<file path="src/rtl/dual_clock_fifo_wr_arbiter_pkg.sv">
// Shared types for the dual-clock FIFO write-port arbiter.
// State encoding and tag-width helper.
package dcf_arb_pkg;

  typedef enum logic [1:0] {
    S_IDLE = 2'd0,
    S_XFER = 2'd1,
    S_DROP = 2'd2
  } state_e;

  function automatic int id_width(input int n);
    return (n > 2) ? $clog2(n) : 1;
  endfunction

endpackage

</file>
<file path="src/rtl/dual_clock_fifo_wr_arbiter_if.sv">
// Per-source packet beat handshake bundle.
// Sources drive valid/last/data; the arbiter returns ready.
interface dual_clock_fifo_wr_arbiter_if #(
  parameter int NUM_REQ    = 4,
  parameter int DATA_WIDTH = 8
);

  logic [NUM_REQ-1:0]            i_req_valid;
  logic [NUM_REQ-1:0]            i_req_last;
  logic [NUM_REQ*DATA_WIDTH-1:0] i_req_data;
  logic [NUM_REQ-1:0]            o_req_ready;

  modport master (
    output i_req_valid,
    output i_req_last,
    output i_req_data,
    input  o_req_ready
  );

  modport slave (
    input  i_req_valid,
    input  i_req_last,
    input  i_req_data,
    output o_req_ready
  );

endinterface

</file>
<file path="src/rtl/dual_clock_fifo_wr_arbiter_rr.sv">
// Combinational round-robin pick: first request at or
// after the pointer, wrapping; one-hot plus encoded id.
module rr_arbiter #(
  parameter int NUM_REQ  = 4,
  parameter int ID_WIDTH = 2
) (
  input  logic [NUM_REQ-1:0]  req,
  input  logic [ID_WIDTH-1:0] ptr,
  output logic [NUM_REQ-1:0]  gnt,
  output logic [ID_WIDTH-1:0] id,
  output logic                any
);

  always_comb begin
    int k;
    gnt = '0;
    id  = '0;
    any = 1'b0;
    k   = 0;
    for (int i = 0; i < NUM_REQ; i++) begin
      k = int'(ptr) + i;
      if (k >= NUM_REQ) k = k - NUM_REQ;
      if (!any && req[k]) begin
        any    = 1'b1;
        gnt[k] = 1'b1;
        id     = ID_WIDTH'(k);
      end
    end
  end

endmodule

</file>
<file path="src/rtl/dual_clock_fifo_wr_arbiter.sv">
// Packet-granular round-robin sharing of a FIFO write
// port, with {last,id} tagging and a length cap.
module dual_clock_fifo_wr_arbiter
  import dcf_arb_pkg::*;
#(
  parameter int NUM_REQ    = 4,
  parameter int DATA_WIDTH = 8,
  parameter int ADDR_WIDTH = 8,
  parameter int MAX_PKT    = 16,
  parameter int ID_WIDTH   = id_width(NUM_REQ)
) (
  input  logic                         i_clk,
  input  logic                         i_arstn,
  dual_clock_fifo_wr_arbiter_if.slave  req,
  output logic                         o_fifo_we,
  output logic [DATA_WIDTH+ID_WIDTH:0] o_fifo_wdata,
  input  logic                         i_fifo_full,
  input  logic [ADDR_WIDTH-1:0]        i_fifo_wcnt,
  output logic [ID_WIDTH-1:0]          o_grant_id,
  output logic                         o_busy,
  output logic                         o_trunc
);

  localparam int CW = $clog2(MAX_PKT + 1);

  state_e state_q, state_d;

  logic [ID_WIDTH-1:0]   ptr_q, gid_q, arb_id, ptr_nx;
  logic [NUM_REQ-1:0]    gnt_q, arb_gnt, ready;
  logic [CW-1:0]         cnt_q;
  logic [ADDR_WIDTH:0]   room;
  logic [DATA_WIDTH-1:0] d_g;
  logic arb_any, space_ok, v_g, l_g, cap;
  logic acc, start, done;

  rr_arbiter #(
    .NUM_REQ  (NUM_REQ),
    .ID_WIDTH (ID_WIDTH)
  ) u_rr (
    .req (req.i_req_valid),
    .ptr (ptr_q),
    .gnt (arb_gnt),
    .id  (arb_id),
    .any (arb_any)
  );

  // room is computed one bit wider so it cannot wrap
  assign room = {1'b0, {ADDR_WIDTH{1'b1}}}
              - {1'b0, i_fifo_wcnt};
  assign space_ok = (room >= (ADDR_WIDTH+1)'(MAX_PKT))
                  & ~i_fifo_full;

  assign v_g = |(req.i_req_valid & gnt_q);
  assign l_g = |(req.i_req_last & gnt_q);
  assign d_g = req.i_req_data[gid_q*DATA_WIDTH +: DATA_WIDTH];
  assign cap = (cnt_q == CW'(MAX_PKT - 1));

  assign ptr_nx = (gid_q == ID_WIDTH'(NUM_REQ - 1))
                ? '0 : gid_q + 1'b1;

  assign req.o_req_ready = ready;
  assign o_grant_id      = gid_q;
  assign o_busy          = (state_q != S_IDLE);

  always_comb begin
    state_d      = state_q;
    ready        = '0;
    o_fifo_we    = 1'b0;
    o_fifo_wdata = '0;
    o_trunc      = 1'b0;
    acc          = 1'b0;
    start        = 1'b0;
    done         = 1'b0;
    unique case (state_q)
      S_IDLE: begin
        if (arb_any && space_ok) begin
          start   = 1'b1;
          state_d = S_XFER;
        end
      end
      S_XFER: begin
        ready        = gnt_q & {NUM_REQ{~i_fifo_full}};
        acc          = v_g & ~i_fifo_full;
        o_fifo_we    = acc;
        o_fifo_wdata = {l_g | cap, gid_q, d_g};
        if (acc && l_g) begin
          done    = 1'b1;
          state_d = S_IDLE;
        end else if (acc && cap) begin
          o_trunc = 1'b1;
          state_d = S_DROP;
        end
      end
      S_DROP: begin
        // overflow beats are swallowed even when full
        ready = gnt_q;
        if (v_g && l_g) begin
          done    = 1'b1;
          state_d = S_IDLE;
        end
      end
      default: state_d = S_IDLE;
    endcase
  end

  always_ff @(posedge i_clk or negedge i_arstn) begin
    if (!i_arstn) begin
      state_q <= S_IDLE;
      ptr_q   <= '0;
      gid_q   <= '0;
      gnt_q   <= '0;
      cnt_q   <= '0;
    end else begin
      state_q <= state_d;
      if (start) begin
        gid_q <= arb_id;
        gnt_q <= arb_gnt;
        cnt_q <= '0;
      end else if (acc) begin
        cnt_q <= cnt_q + 1'b1;
      end
      if (done) ptr_q <= ptr_nx;
    end
  end

endmodule
</file>
<file path="src/flat_wrapper.sv">
// flat-port wrapper written by rule: the top's interface ports become plain ports
module dual_clock_fifo_wr_arbiter_flat import dcf_arb_pkg::*;
#(
  parameter int NUM_REQ    = 4,
  parameter int DATA_WIDTH = 8,
  parameter int ADDR_WIDTH = 8,
  parameter int MAX_PKT    = 16,
  parameter int ID_WIDTH   = id_width(NUM_REQ)
)
  (i_clk, i_arstn, o_fifo_we, o_fifo_wdata, i_fifo_full, i_fifo_wcnt, o_grant_id, o_busy, o_trunc, req_i_req_valid, req_i_req_last, req_i_req_data, req_o_req_ready);
  dual_clock_fifo_wr_arbiter_if #(.NUM_REQ(NUM_REQ), .DATA_WIDTH(DATA_WIDTH)) req_i ();
  input  logic i_clk;
  input  logic i_arstn;
  output logic o_fifo_we;
  output logic [DATA_WIDTH+ID_WIDTH:0] o_fifo_wdata;
  input  logic i_fifo_full;
  input  logic [ADDR_WIDTH-1:0] i_fifo_wcnt;
  output logic [ID_WIDTH-1:0] o_grant_id;
  output logic o_busy;
  output logic o_trunc;
  input wire logic [$bits(req_i.i_req_valid)-1:0] req_i_req_valid;
  input wire logic [$bits(req_i.i_req_last)-1:0] req_i_req_last;
  input wire logic [$bits(req_i.i_req_data)-1:0] req_i_req_data;
  output wire logic [$bits(req_i.o_req_ready)-1:0] req_o_req_ready;
  assign req_i.i_req_valid = req_i_req_valid;
  assign req_i.i_req_last = req_i_req_last;
  assign req_i.i_req_data = req_i_req_data;
  assign req_o_req_ready = req_i.o_req_ready;
  dual_clock_fifo_wr_arbiter #(.NUM_REQ(NUM_REQ), .DATA_WIDTH(DATA_WIDTH), .ADDR_WIDTH(ADDR_WIDTH), .MAX_PKT(MAX_PKT), .ID_WIDTH(ID_WIDTH)) u_core (.i_clk(i_clk), .i_arstn(i_arstn), .req(req_i), .o_fifo_we(o_fifo_we), .o_fifo_wdata(o_fifo_wdata), .i_fifo_full(i_fifo_full), .i_fifo_wcnt(i_fifo_wcnt), .o_grant_id(o_grant_id), .o_busy(o_busy), .o_trunc(o_trunc));
endmodule
</file>
<file path="config.mk">
export PLATFORM = sky130hd
export DESIGN_NAME = dual_clock_fifo_wr_arbiter_flat
export DESIGN_NICKNAME = d
export VERILOG_FILES = /design/src/rtl/dual_clock_fifo_wr_arbiter_pkg.sv /design/src/rtl/dual_clock_fifo_wr_arbiter_if.sv /design/src/rtl/dual_clock_fifo_wr_arbiter_rr.sv /design/src/rtl/dual_clock_fifo_wr_arbiter.sv /design/src/flat_wrapper.sv
export SDC_FILE = /design/constraint.sdc
export NUM_CORES = 1
export LEC_CHECK = 0
export BUFFER_PORTS_ARGS = -buffer_cell sky130_fd_sc_hd__buf_2
export CAP_MARGIN = 40
export CORE_ASPECT_RATIO = 0.8
export CORE_MARGIN = 1.5
export CORE_UTILIZATION = 40
export DETAILED_ROUTE_END_ITERATION = 7
export GPL_TIMING_DRIVEN = 0
export PLACE_DENSITY = 0.75
export SKIP_LAST_GASP = 1
export SLEW_MARGIN = 40
export SYNTH_ARGS = -nofsm -noshare
export SYNTH_HDL_FRONTEND = slang
export SYNTH_SLANG_ARGS = --single-unit
export TNS_END_PERCENT = 50
</file>
<file path="constraint.sdc">
create_clock -name i_clk -period 2.8 [get_ports i_clk]
set_clock_uncertainty 0.2 [all_clocks]
set_input_delay 0.14 -clock i_clk [delete_from_list [all_inputs] [get_ports i_clk]]
set_output_delay 0.14 -clock i_clk [all_outputs]
set_load 0.03 [all_outputs]
</file>
---- Word level (Yosys, flattened, before mapping) ----
Cells that the tools add are included.
Widths: inputs -> output; s select.
storage, ports and cells
  output and inout bits ................... 20
  logic and storage cells ................. 121
  register bits ........................... 15
  bits of input ports ..................... 51
operators by class
  order comparisons ....................... 13
  shift-type cells ........................ 1
  eq/ne operators ......................... 7
  mux-type cells .......................... 55
  bitwise gates (word level) .............. 10
  add/sub/neg operators ................... 10
  reduce and logical (&&, ||, !) cells .... 20
operators by type and width
  operator             number
  $ge 32x1->1 const B  4
  $lt 32x4->1 const B  4
  $mux 32              4
  $shiftx 32x6->8      1
  $mux 1               24
  $mux 2               9
  $mux 4               4
  $and 4x4->4          3
  $or 4x4->4           3
  $sub 3x3->4 const B  3
  $logic_and 1x1->1    11
  $mux 11              1
  $mux 5               2
  $ge 3x3->1 const B   3
  $ge 9x5->1 const B   1
  $sub 8x8->9 const A  1
  $bmux 1 s2           4
  $demux 1 s2          4
  $pmux 4 s2           1
  $reduce_or 4->1      2
  $add 2x2->3 const B  2
  $pmux 2 s3           1
  $add 5x1->5 const B  1
  $eq 5x4->1 const B   1
  other kinds (16)     22

---- Logic depth before layout (Yosys ltp) ----
Gate-level depths: netlist (run 1).
  depth after elaboration ................. 19
  depth in mapped cells ................... 9

---- Hierarchy ----
From an unflattened synthesis (run 1), not the netlist that was laid out.
unflattened totals
  cells, all modules ...................... 158
  area, all modules ....................... 1655.3 um2
modules (own cells, without submodules)
  module                      times used  cells each  sequential area each (um2)  area an instance (um2)
  dual_clock_fifo_wr_arbiter  1           110         375.4                       1194.9
  rr_arbiter                  1           48          0.0                         460.4

---- Least setup slack after synthesis (run 1) ----
Ideal clock, no wire load.
  path kind ............................... register to register
  start point ............................. reg u_core.state_q[1]
  end point ............................... reg u_core.cnt_q[3]
  required time ........................... 2.482 ns
  stages on the path, launching flop included .. 8
  library setup time ...................... 0.118 ns
  path slack .............................. 0.129 ns
  path buffers ............................ 0
  arrival ................................. 2.353 ns
  path through ............................ dfrtp_1 > inv_1 > ha_1 > inv_1 > a211oi_1 > nand4_1 > xor2_1 > nor2_1
between the ends
  word-level cells in the longest chain between the ends .. 3
ends and longest elaborated chain
  what                                line                               RTL
  from (decl)                         dual_clock_fifo_wr_arbiter.sv:26   state_e state_q, state_d;
  from (signal assigned)              dual_clock_fifo_wr_arbiter.sv:114  state_q <= state_d;
  $eq 2x1->1                          n/a
  $mux 1                              n/a
  named net o_fifo_we                 flat_wrapper.sv:14                 output logic o_fifo_we;
  $reduce_bool 2->1 (no source line)  n/a
  to (signal assigned)                dual_clock_fifo_wr_arbiter.sv:120  cnt_q <= cnt_q + 1'b1;
  to (decl)                           dual_clock_fifo_wr_arbiter.sv:30   logic [CW-1:0] cnt_q;
The timed path passes the listed nets, and every way through them passes these cells.
A chain may end at the register's enable or synchronous reset.

---- Worst setup path in the final report (run 1) ----
  start point ............................. reg u_core.ptr_q[1]
  end point ............................... reg u_core.gnt_q[1]
between the ends
  word-level cells in the longest chain between the ends .. 18
ends and longest elaborated chain
  what                                                                  line                               RTL
  from (decl)                                                           dual_clock_fifo_wr_arbiter.sv:28   logic [ID_WIDTH-1:0] ptr_q, gid_q, arb_id, ptr_nx;
  from (signal assigned)                                                dual_clock_fifo_wr_arbiter.sv:122  if (done) ptr_q <= ptr_nx;
  parallel branches: the longest is 18 deep, another holds $ge 32x1->1  n/a
  to (signal assigned)                                                  dual_clock_fifo_wr_arbiter.sv:117  gnt_q <= arb_gnt;
  to (decl)                                                             dual_clock_fifo_wr_arbiter.sv:29   logic [NUM_REQ-1:0] gnt_q, arb_gnt, ready;
Parallel ways; which one is timed is not known. The select of a mux whose other input is x is not followed.

==> impl_metrics.toml, run 1 <==
[route]
ant_nets = 0
dr.first_iter.drc_count = 45
wl_per_cell_um = 13.33
via_count = 1521
wl_um = 3745
drc = 0
drtPass1Iterations = 4
vias_per_cell = 5.413

[final_layout]
layout-drive-gt1-share_pct = 41.35
multi_input_area_mm2 = 0.001096
postLayoutCoreUtil_pct = 53.87
final.fill_count = 354
nNetsFinal = 303
seq_area_um2 = 377.9
area_delta_synth_final_pct = 29.90
antenna_cells = 0
finalNonFillerCells = 281

[logic_synthesis]
ys_types = 36
ys_warn_count = 0
synth_seq_area_share_pct = 24.12
ys_ff_latch = 15
avgSynthCellArea_um2 = 9.433
synth-edff-count = 0
synthCells = 165
syn-num-nets = 230
synth_top_area_cell = "dfrtp_1"
synthTopCellsByArea = "dfrtp_1 (24%), mux4_2 (16%), ha_1 (11%)"
synth_flop_cell = "dfrtp_1"
async_flop_share_pct = 100.0
syn_area_mm2 = 0.001556
synth.top_cell.area_share_pct = 24.12

[timing]
fin_crit_sh_pct = 95.81
hold_viol_final = 0
fmaxAchievable_ghz = 0.3727
setup_tns_ns = 0
relSlewSlack_pct = 55.26
setup_ws_ns = 0.1172
slew_viol_final = 0
setup_viol = 0
tightestPinTransition_ns = 0.6711
timing.hold.ws_ns = 0.1214
finalWorstPathRequiredPeriod_ns = 2.683

[cts]
h-tree-depth = 1
clock-sinks = 15
max-clock-path-buffers = 2
root_buffer = "clkbuf_8"
cts.clk_slew.worst_paths_ns = 0.06
numCtsBuffers = 3
cts_tree = "built"
insertion_delay_ns = 0.24

[die]
initial_utilization_pct = 41.47
core_area_mm2 = 0.003754
num_rows = 20
io-pin-count = 71
die_y_um = 58.80
die_area_mm2 = 0.004277
die_x_um = 72.74

[setup_path]
crit_type = "register to register"
cp-start-kind = "register"
crit_path_frequent_cell = "a21oi_1"
crit_slowest_cell = "mux4_2"
cp.arrival_ns = 2.65
cp_slowest_stage_delay_ns = 0.51
crit_fanout = 10
path_cells = "inv_1 -> ha_2 -> mux4_2 -> clkbuf_1 -> nand3b_1 -> a21oi_1 -> a221oi_2 -> a21oi_1"
critPathRequiredTime_ns = 2.77
critical_path.endpoint_type = "register"

[global_route]
grt_pass1_wl_um = 6134
antenna_found_initial = 0
groute.usage.overall_pct = 17.82
grt_max_degree = 16
grt_pass1_vias = 1381
grt_overflow = 0

[power_and_ir_drop]
comb_power_share_pct = 71.8
seqPwrFrac_pct = 19.9
internal-power_mw = 1.026
p_leak_nw = 0.9865
power.switching_mw = 1.015
power_switching_share_pct = 49.75
vdd_ir_drop_max_mv = 0.4467
power_density_mw_per_mm2 = 1010
pwr-share-clk_pct = 8.3

[run_status]
outcome = "complete, no violations"

[place]
port_buffers = 66
pre_cts_slack_ns = -0.009915
placed_cells = 275
hpwl_um = 2972
gp_congestion = 0.8307

[job]
drv_cap = 0

[min_path]
min_path_type = "input port to async pin"
-- sequential cells by signal, indices dropped and copies added, names as in the netlist --
register,count
u_core.cnt_q,5
u_core.o_grant_id,2
u_core.gnt_q,4
u_core.ptr_q,2
u_core.state_q,2
-- cell families after synthesis --
kind of cell / synth area share (%)
buf+inv: 6.350
flops: 24.12
simple gates: 16.56
xor+xnor: 1.688
compound gates: 17.93
fa+ha+maj: 11.25
mux: 22.11
-- layout by cell type (no fill, tap or decap), types with 2 or more instances in the layout --
master	synthesis	layout
and2_1	10	10
a221oi_1	4	3
o21ai_0	6	6
dfrtp_1	15	13
buf_2	1	67
and3_1	3	3
a22oi_1	4	4
mux4_2	11	11
mux2_2	5	5
a41oi_1	3	3
a21oi_1	11	11
a211oi_2	1	2
nor2_1	21	21
nand2_1	11	11
buf_6	3	3
dfrtp_2	0	2
inv_1	12	12
clkbuf_8	0	3
mux2i_1	4	4
ha_1	14	13
clkbuf_1	3	3
xor2_1	2	2
nand3b_1	5	5
-- power by group through the flow --
stage | combinational [mW] | clock, mW | sequential (mW)
global placement | 1.39 | 0 | 0.414
finish | 1.47 | 0.169 | 0.407
floorplan | 1.08 | 0 | 0.413
CTS | 1.42 | 0.174 | 0.417
global route | 1.62 | 0.181 | 0.425
detailed placement | 1.41 | 0 | 0.419
-- metrics by stage --
| step | cell area [um2] | power (mW) |
|---|---|---|
| global route | 2022 | 2.225 |
| global placement | 1942 | 1.800 |
| finish | 2022 | 2.041 |
| detailed placement | 1947 | 1.831 |
| floorplan | 1556 | 1.496 |
| CTS | 2004 | 2.012 |
-- what timing repair did --
action,CTS,global route
pin swaps,0,0
gates cloned,0,0
hold endpoints to repair,15,0
setup endpoints to repair,2,5
buffers inserted,0,1
hold buffers,1,0
resized for setup,1,3
-- layout make-up --
type,instances,share of cell area [%]
plain buffers,8,2.661
clock buffers,3,2.042
clock inverters,1,0.2475
inverters,12,2.228
multi-input cells,130,54.21
flip-flops and latches,15,18.69
well taps,44,2.723
repair buffers,68,17.20
-- critical path: cells and delay by family, from the launching register on --
family / cells / cell delay, ns
flip-flops: 1 / 0.49
AO/OA/AOI/OAI: 3 / 0.40
multiplexers: 1 / 0.51
buffers and inverters: 2 / 0.39
AND/OR/NAND/NOR: 1 / 0.21
adder cells (fa/ha/maj): 1 / 0.41
-- Yosys cell counts, drive strengths merged, types with 2 or more instances --
library cell / instances
nor2: 21
dfrtp: 15
ha: 14
inv: 12
a21oi: 11
mux4: 11
nand2: 11
and2: 10
o21ai: 6
buf: 5
mux2: 5
nand3b: 5
a221oi: 4
a22oi: 4
mux2i: 4
a211oi: 3
a41oi: 3
and3: 3
clkbuf: 3
xor2: 2
-- worst paths after layout --
check / startpoint / end / slack (ns) / cells past startpoint
worst max-delay path: u_core.ptr_q[1]$_DFFE_PN0P_ / u_core.gnt_q[1]$_DFFE_PN0N_ / 0.12 / 8
worst min-delay path: i_arstn / u_core.cnt_q[1]$_DFFE_PN0P_ / 0.12 / 2
worst max register to register: u_core.ptr_q[1]$_DFFE_PN0P_ / u_core.gnt_q[1]$_DFFE_PN0N_ / 0.12 / 8
worst min register to register: u_core.cnt_q[3]$_DFFE_PN0P_ / u_core.cnt_q[3]$_DFFE_PN0P_ / 0.34 / 2
max in group asynchronous: i_arstn / u_core.ptr_q[1]$_DFFE_PN0P_ / 1.99 / 2
min in group i_clk: i_fifo_full / u_core.cnt_q[4]$_DFFE_PN0P_ / 0.12 / 4
-- metal layers --
layer,vias up,global-route usage (%),wire [um]
met2,68,30.14,1655
li1,752,-,-
met1,701,24.78,1795
met5,-,0,0
met4,0,1.078,0
met3,0,3.767,294
(Power assumes the default switching activity.)
==> run 2: changes to the inputs <==
--- a/config.mk
+++ b/config.mk
@@ -10,6 +10,7 @@
 export CORE_ASPECT_RATIO = 0.8
 export CORE_MARGIN = 1.5
 export CORE_UTILIZATION = 40
+export CTS_BUF_LIST = sky130_fd_sc_hd__clkbuf_2 sky130_fd_sc_hd__clkbuf_4 sky130_fd_sc_hd__clkbuf_8
 export DETAILED_ROUTE_END_ITERATION = 7
 export GPL_TIMING_DRIVEN = 0
 export PLACE_DENSITY = 0.75
==> constraint.sdc (replaced) <==
create_clock -name i_clk -period 3.4 [get_ports i_clk]
set_clock_uncertainty 0.2 [all_clocks]
set_input_delay 0.17 -clock i_clk [delete_from_list [all_inputs] [get_ports i_clk]]
set_output_delay 0.17 -clock i_clk [all_outputs]
set_load 0.03 [all_outputs]
==> run 2 against run 1 <==
  * Core utilization down 0.50 points
  * Critical endpoint is now u_core.gnt_q[2]$_DFFE_PN0N_
  * Count of clock-buffer cells in the layout unchanged
  * Critical path depth unchanged
  * Flip-flop and latch count unchanged
  * Highest routed layer unchanged
==> impl_metrics.toml, run 2 (synthesis results as in run 1) <==
[timing]
rsz0062_at_grt = "no"
setup_tns_ns = 0
fin_crit_sh_pct = 82.94
fmaxAchievable_ghz = 0.3546
slew_viol_final = 0
tightestPinTransition_ns = 0.6711
finalWorstPathRequiredPeriod_ns = 2.820
hold_viol_final = 0
relSlewSlack_pct = 55.26
setup_ws_ns = 0.5801
setup_viol = 0

[cts]
insertion_delay_ns = 0.24
root_buffer = "clkbuf_8"
cts_tree = "built"
h-tree-depth = 1
clock-sinks = 15
cts.clk_slew.worst_paths_ns = 0.06
numCtsBuffers = 3
cts-resized-gates = 0
max-clock-path-buffers = 2

[route]
drc = 0
wl_per_cell_um = 13.05
via_count = 1498
dr.first_iter.drc_count = 42
wl_um = 3654
drtPass1Iterations = 4
ant_nets = 0
vias_per_cell = 5.350

[setup_path]
critPathRequiredTime_ns = 3.32
cp-start-kind = "register"
cp.arrival_ns = 2.74
crit_fanout = 10
critical_path.endpoint_type = "register"
crit_type = "register to register"

[final_layout]
largest_reg_flops = 5
most-common-layout-cells = "buf_2 (67), nor2_1 (21), dfrtp_1 (15)"
top_register = "u_core.cnt_q"
antenna_cells = 0
finalNonFillerCells = 280
fin_area_mm2 = 0.002003
area_delta_synth_final_pct = 28.70
reg_top3 = "u_core.cnt_q: 5 flops, u_core.gnt_q: 4 flops"
mostFrequentLayoutCell = "buf_2"
nNetsFinal = 302
layout-drive-gt1-share_pct = 39.41

[die]
io-pin-count = 71
num_rows = 20
die_area_mm2 = 0.004277
die_x_um = 72.74
core_area_mm2 = 0.003754
initial_utilization_pct = 41.47
die_y_um = 58.80

[place]
hpwl_um = 2972
pre_cts_slack_ns = 0.5901
place_area_mm2 = 0.001947
gp_congestion = 0.8307
port_buffers = 66
placed_cells = 275

[global_route]
antenna_found_initial = 0
grt_overflow = 0
grt_pass1_vias = 1381
grt_pass1_wl_um = 6134
grt_use_met2_pct = 30.14
grt-busiest-layer = "met2"
met1_usage_pct = 24.78
grtUsageMet3_pct = 3.767
groute.usage.overall_pct = 17.82
grt_max_degree = 16

[power_and_ir_drop]
p_leak_nw = 0.9829
vdd_ir_drop_max_mv = 0.3674
power_density_mw_per_mm2 = 823.1

[run_status]
outcome = "complete, no violations"

[min_path]
min_path_type = "input port to register"

[job]
drv_cap = 0
## run 2: per-layer routing
| layer | wire length, um | vias up |
|---|---|---|
| li1 | - | 749 |
| met1 | 1795 | 690 |
| met2 | 1586 | 59 |
| met3 | 273 | 0 |
| met4 | 0 | 0 |
| met5 | 0 | - |
## run 2: what timing repair did
| item | 4_1_cts | 5_1_grt |
|---|---|---|
| hold endpoints to repair | 15 | 0 |
| hold buffers | 1 | 0 |
| buffers inserted | 0 | 0 |
## run 2: worst max-delay path: stages (launching register included)
cell,delay [ns]
dfrtp_1,0.58
inv_1,0.22
ha_1,0.42
mux4_2,0.53
clkbuf_1,0.21
nand2_1,0.11
a21oi_1,0.07
a221oi_1,0.25
a21oi_1,0.11
## run 2: worst paths after layout
path                                                  start                          end  slack (ns)  cells after the start
worst max-delay path            u_core.ptr_q[1]$_DFFE_PN0P_  u_core.gnt_q[2]$_DFFE_PN0N_        0.58                      8
worst min-delay path                            i_fifo_full  u_core.cnt_q[4]$_DFFE_PN0P_        0.15                      4
worst max register to register  u_core.ptr_q[1]$_DFFE_PN0P_  u_core.gnt_q[2]$_DFFE_PN0N_        0.58                      8
worst min register to register  u_core.cnt_q[3]$_DFFE_PN0P_  u_core.cnt_q[3]$_DFFE_PN0P_        0.34                      2
max in group asynchronous                           i_arstn  u_core.ptr_q[1]$_DFFE_PN0P_        2.58                      2
min in group asynchronous                           i_arstn  u_core.cnt_q[1]$_DFFE_PN0P_        0.16                      2
## run 2: cell type report
| cell class | instances | area [um2] |
|---|---|---|
| clock buffers | 3 | 41.29 |
| clock inverters | 1 | 5.005 |
| fillers | 348 | 1750 |
| well taps | 44 | 55.05 |
| repair buffers | 67 | 340.3 |
| multi-input cells | 130 | 1087 |
| plain buffers | 8 | 53.80 |
| inverters | 12 | 45.04 |
| flip-flops and latches | 15 | 375.4 |
## run 2: per-stage QoR
stage          util, %  power, mW  hold slack (ns)
3_5_place_dp     51.87      1.508          -0.1063
6_report         53.37      1.649           0.1516
4_1_cts          53.37      1.656           0.1535
5_1_grt          53.37      1.803           0.1929
2_1_floorplan        -      1.232          -0.3256
3_3_place_gp     51.73      1.482          -0.1114
## run 2: where the power goes
group          switching (mW)  total (mW)  internal (mW)
logic                   0.671        1.17          0.495
clock network          0.0579       0.139         0.0809
registers              0.0933       0.344          0.250
total                   0.822        1.65          0.827
